File: src/rtl/fp_op_dispatcher.sv
// fp_op_dispatcher: operand FIFO and single-shot issue FSM in front of the FP add/sub unit.
// Optional FP_DISPATCH_ZERO_SHORTCUT_EN resolves +/-0 operands without using the unit.
module fp_op_dispatcher #(
  parameter int DEPTH   = 4,
  parameter int TIMEOUT = 64
) (
  input  logic        clock,
  input  logic        reset,
  input  logic        in_valid,
  output logic        in_ready,
  input  logic        in_op,
  input  logic [31:0] in_a,
  input  logic [31:0] in_b,
  output logic        fpu_start,
  output logic        fpu_op,
  output logic [31:0] fpu_a,
  output logic [31:0] fpu_b,
  input  logic        fpu_busy,
  input  logic        fpu_ready,
  input  logic [31:0] fpu_data,
  output logic        res_valid,
  output logic [31:0] res_data,
  input  logic        res_ack,
  output logic        timeout_err
);

  localparam int AW = $clog2(DEPTH);
  localparam int CW = AW + 1;
  localparam int TW = $clog2(TIMEOUT);

  typedef enum logic [1:0] {
    S_IDLE,
    S_ISSUE,
    S_WAIT,
    S_DONE
  } state_t;

  state_t state, state_nx;

  logic [64:0]   mem [DEPTH];
  logic [AW-1:0] wptr, rptr;
  logic [CW-1:0] count;
  logic [TW-1:0] tcnt;

  logic        full, empty, push, pop;
  logic        head_op;
  logic [31:0] head_a, head_b;
  logic        can_go, tmo_hit;
  logic        load, zload, cap_fpu, tmo;
  logic        zero_hit;
  logic [31:0] zero_res;
  logic        unused_busy;

  assign unused_busy = fpu_busy;
  assign full        = count == CW'(DEPTH);
  assign empty       = count == '0;
  assign in_ready    = !full;
  assign push        = in_valid && !full;
  assign {head_op, head_a, head_b} = mem[rptr];
  assign can_go      = !empty && !res_valid;
  assign tmo_hit     = tcnt == TW'(TIMEOUT - 1);

`ifdef FP_DISPATCH_ZERO_SHORTCUT_EN
  logic a_zero, b_zero;
  assign a_zero   = head_a[30:0] == 31'd0;
  assign b_zero   = head_b[30:0] == 31'd0;
  assign zero_hit = a_zero || b_zero;

  always_comb begin
    zero_res = 32'h0000_0000;
    if (a_zero && b_zero)
      zero_res = 32'h0000_0000;
    else if (b_zero)
      zero_res = head_a;
    else if (head_op)
      zero_res = {~head_b[31], head_b[30:0]};
    else
      zero_res = head_b;
  end
`else
  assign zero_hit = 1'b0;
  assign zero_res = 32'h0000_0000;
`endif

  always_ff @(posedge clock) begin
    if (push)
      mem[wptr] <= {in_op, in_a, in_b};
  end

  // head stays in place until its result is captured
  always_ff @(posedge clock or posedge reset) begin
    if (reset) begin
      wptr  <= '0;
      rptr  <= '0;
      count <= '0;
    end else begin
      if (push)
        wptr <= wptr + AW'(1);
      if (pop)
        rptr <= rptr + AW'(1);
      unique case ({push, pop})
        2'b10:   count <= count + CW'(1);
        2'b01:   count <= count - CW'(1);
        default: count <= count;
      endcase
    end
  end

  always_ff @(posedge clock or posedge reset) begin
    if (reset)
      state <= S_IDLE;
    else
      state <= state_nx;
  end

  always_comb begin
    state_nx = state;
    unique case (state)
      S_IDLE: begin
        if (can_go)
          state_nx = zero_hit ? S_DONE : S_ISSUE;
      end
      S_ISSUE:
        state_nx = S_WAIT;
      S_WAIT: begin
        if (fpu_ready || tmo_hit)
          state_nx = S_DONE;
      end
      S_DONE: begin
        if (res_ack)
          state_nx = S_IDLE;
      end
      default:
        state_nx = S_IDLE;
    endcase
  end

  always_comb begin
    fpu_start = 1'b0;
    load      = 1'b0;
    zload     = 1'b0;
    cap_fpu   = 1'b0;
    tmo       = 1'b0;
    unique case (state)
      S_IDLE: begin
        load  = can_go && !zero_hit;
        zload = can_go && zero_hit;
      end
      S_ISSUE:
        fpu_start = 1'b1;
      S_WAIT: begin
        cap_fpu = fpu_ready;
        tmo     = !fpu_ready && tmo_hit;
      end
      default: ;
    endcase
    pop = cap_fpu || tmo || zload;
  end

  always_ff @(posedge clock or posedge reset) begin
    if (reset) begin
      fpu_op      <= 1'b0;
      fpu_a       <= '0;
      fpu_b       <= '0;
      tcnt        <= '0;
      res_valid   <= 1'b0;
      res_data    <= '0;
      timeout_err <= 1'b0;
    end else begin
      if (load) begin
        fpu_op <= head_op;
        fpu_a  <= head_a;
        fpu_b  <= head_b;
      end
      if (state == S_ISSUE)
        tcnt <= '0;
      else if (state == S_WAIT)
        tcnt <= tcnt + TW'(1);
      if (cap_fpu)
        res_data <= fpu_data;
      else if (tmo)
        res_data <= 32'h7FC0_0000;
      else if (zload)
        res_data <= zero_res;
      if (pop)
        res_valid <= 1'b1;
      else if (state == S_DONE && res_ack)
        res_valid <= 1'b0;
      if (tmo)
        timeout_err <= 1'b1;
    end
  end

endmodule

File: config.mk
export PLATFORM = sky130hd
export DESIGN_NAME = fp_op_dispatcher
export DESIGN_NICKNAME = d
export VERILOG_FILES = /design/src/rtl/fp_op_dispatcher.sv
export SDC_FILE = /design/constraint.sdc
export NUM_CORES = 1
export LEC_CHECK = 0
export ABC_AREA = 0
export CORE_ASPECT_RATIO = 1.2
export CORE_MARGIN = 8
export CORE_UTILIZATION = 40
export DETAILED_ROUTE_END_ITERATION = 7
export HOLD_SLACK_MARGIN = 0.06
export PLACE_DENSITY = 0.63
export SLEW_MARGIN = 20
export SYNTH_ARGS = -nofsm -noshare
export SYNTH_HDL_FRONTEND = slang
export SYNTH_SLANG_ARGS = --single-unit
File: constraint.sdc
create_clock -name clock -period 4.1 [get_ports clock]
set_clock_uncertainty 0.1 [all_clocks]
set_input_delay 0.82 -clock clock [delete_from_list [all_inputs] [get_ports clock]]
set_output_delay 0.82 -clock clock [all_outputs]
set_load 0.03 [all_outputs]
==> run_results.csv <==
group,metric,value,unit
status,status,"completed",
critical_path,criticalPathCategory,"reg2out",
clock_tree,cts_hold_buf,0,
sta,max_freq,0.332,GHz
route,via_per_inst,5.07,
critical_path,cp_top_family,"buffers and inverters",
route,wl_per_cell,20.6,um
placed_design,dp_hpwl,18300,um
floorplan,dieHeight,223,um
floorplan,start_util,40.2,%
final_layout,area_growth,26.8,%
critical_path,critical_path.max_fanout,6,
sta,drv_slew,0,
final_layout,final_nets,1042,
floorplan,dieArea,0.0420,sq mm
logic_synthesis,syn_avg_cell_area,20.4,sq um
critical_path,cp_slowest_cell,"clkdlybuf4s50_1",
global_routing,grt_max_degree,95,
logic_synthesis,synth_common_cells,"edfxtp_1 (260), dfrtp_1 (114), mux4_2 (65), mux2_2 (62), nor2b_1 (25)",
min_path,hold_class,"reg2reg",
logic_synthesis,synth.most_common_cell,"edfxtp_1",
sta,setup_tns,0,ns
placed_design,place_inst,1355,
global_routing,grt_antenna_before_repair,2,
global_routing,globalRouteTotalUtil,14.0,%
sta,post-route-period-util,73.4,%
critical_path,worstPathRequired,3.18,ns
critical_path,worstPathArrival,2.09,ns
global_routing,grt_first_pass_wirelength,45900,um
clock_tree,clockRootBuffer,"clkbuf_16",
pwr,irDropWorstVdd,376,uV
clock_tree,clock_latency,0.52,ns
route,drt-met1-wl,12500,um
sta,rsz0062_at_grt,"false",
critical_path,path_cells,"inv_1 -> ha_1 -> clkdlybuf4s50_1",
logic_synthesis,syn-num-nets,815,
floorplan,dieWidth,189,um
logic_synthesis,synth.area.top_cells,"edfxtp_1 (55%), dfrtp_1 (20%), mux4_2 (10%)",
route,drt-total-wl,29400,um
critical_path,startpoint,"state[1]",
logic_synthesis,ys_types,43,
floorplan,num_rows,76,
clock_tree,post-cts-setup-buffers,0,
final_layout,drive_gt1_share,22.8,%
floorplan,core_area,0.0356,sq mm
clock_tree,clk_pin_slew,0.06,ns
route,top_layer,"met5",
route,wl_met3,2180,um
clock_tree,cts-buffers-inserted,38,
sta,finalHoldViolCount,0,
pwr,powerDensity,778,mW/mm^2
final_layout,seq_area,0.0107,sq mm
final_layout,fin_util,51.0,%
placed_design,dpl_cell_area,0.0169,sq mm
logic_synthesis,yosys.area.top_type,"edfxtp_1",
route,first_pass_iters,4,
logic_synthesis,ys_async_sr_fraction,30.5,%
sta,slew-limit-headroom,29.2,%
min_path,hp-start,"timeout_err",
route,vias,7224,
critical_path,critPathMaxStageDelay,0.74,ns
logic_synthesis,synth_flop_cell,"edfxtp_1",
final_layout,fillers,2901,
global_routing,grt_pass1_vias,7801,
logic_synthesis,ys_seq_area_share,74.6,%
logic_synthesis,synth_edf_count,260,
critical_path,critical_path_buf_inv_count,2,
placed_design,place_congestion,0.751,
logic_synthesis,ys_warn_count,0,
route,drcViolationCount,0,
clock_tree,clock_path_buffers,3,
critical_path,r2r-start,"tcnt[0]",
clock_tree,cts_tree,"built",
sta,hold_slack,0.365,ns
clock_tree,ctsResizeCount,0,
sta,worstMarginPinSlew,1.06,ns
global_routing,grt-ovfl-total,0,
placed_design,io_buffers,202,
pwr,leakage,6.40,nW
logic_synthesis,synth_cells,700,
sta,setup_viol,0,
critical_path,cp-start-kind,"flip-flop",
final_layout,fin_cells,1424,
logic_synthesis,synth_seq_cells,374,
final_layout,multi_input_area,0.00333,sq mm
sta,post-route-min-period,3.01,ns
logic_synthesis,synth.cell_area,0.0143,sq mm
job,drv_cap,0,
critical_path,critPathCaptureType,"output port",
final_layout,final_area,0.0181,sq mm
floorplan,io_pins,204,
clock_tree,cts_sinks,374,
route,wl_met2,14000,um
logic_synthesis,synth_top_area_share,54.6,%
route,dr.first_iter.drc_count,355,
route,drtAntennaViolNets,0,
clock_tree,h-tree-depth,2,
per-layer routing:
layer | vias to the layer above | track usage (%)
met4 | 4 | 4.19
met5 | - | 0
met2 | 235 | 23.0
met1 | 3694 | 17.5
met3 | 45 | 4.30
li1 | 3246 | -
cell type report:
class / count / share of cell area, %
flip-flops and latches: 374 / 58.9
multi-input cells: 271 / 18.4
repair buffers: 221 / 12.1
clock buffers: 49 / 5.59
well taps: 468 / 3.23
clock inverters: 19 / 1.41
inverters: 21 / 0.463
diodes: 1 / 0.0138
placed cells by master (no fill, tap or decap), types with 5 or more instances in the layout:
| master | netlist | layout |
|---|---|---|
| a21oi_1 | 11 | 11 |
| a221o_1 | 23 | 23 |
| buf_4 | 3 | 17 |
| bufinv_16 | 0 | 6 |
| clkbuf_1 | 7 | 10 |
| clkbuf_16 | 0 | 39 |
| clkdlybuf4s50_1 | 0 | 202 |
| clkinv_2 | 0 | 6 |
| dfrtp_1 | 114 | 112 |
| edfxtp_1 | 260 | 260 |
| ha_1 | 11 | 11 |
| inv_1 | 21 | 20 |
| mux2_2 | 62 | 62 |
| mux2_4 | 5 | 5 |
| mux4_2 | 65 | 65 |
| nand2_1 | 9 | 9 |
| nor2b_1 | 25 | 25 |
| o22ai_1 | 9 | 9 |
state kept, by name (all words and copies together) (netlist names):
| name | cells |
|---|---|
| fpu_op | 1 |
| res_valid | 1 |
| fpu_a | 32 |
| tcnt | 6 |
| rptr | 2 |
| mem | 260 |
| wptr | 2 |
| count | 3 |
| fpu_b | 32 |
| timeout_err | 1 |
| res_data | 32 |
| state | 2 |
path summary, 6_finish.rpt:
check	depth (start not counted)	endpoint	slack [ns]
min in group asynchronous	2	fpu_a[2]	0.74
worst min-delay path	1	timeout_err	0.37
worst max-delay path	3	fpu_start	1.09
max in group asynchronous	3	fpu_b[18]	2.32
worst max register to register	10	count[2]	1.69
worst min register to register	1	timeout_err	0.37
power by group:
group	internal, mW	switching, mW	leakage (nW)	total [mW]
sequential	5.17	0.659	3.71	5.83
clock	2.13	1.37	0.618	3.50
combinational	2.33	2.44	2.07	4.77
stage by stage:
stage	setup WS [ns]	total power, mW
finish	1.09	14.1
global route	0.942	14.8
CTS	1.03	14.3
detailed placement	1.26	10.8
global placement	1.25	10.7
floorplan	0.164	8.96
cells by family after synthesis:
logic type               synth area share (%)
flip-flops                               74.6
multiplexers                             15.8
AO/OA/AOI/OAI                            3.38
AND/OR/NAND/NOR                          2.44
buffers and inverters                    2.29
adder cells (fa/ha/maj)                  1.10
XOR/XNOR                                0.368
No activity file was read; power rests on OpenSTA's default activity.
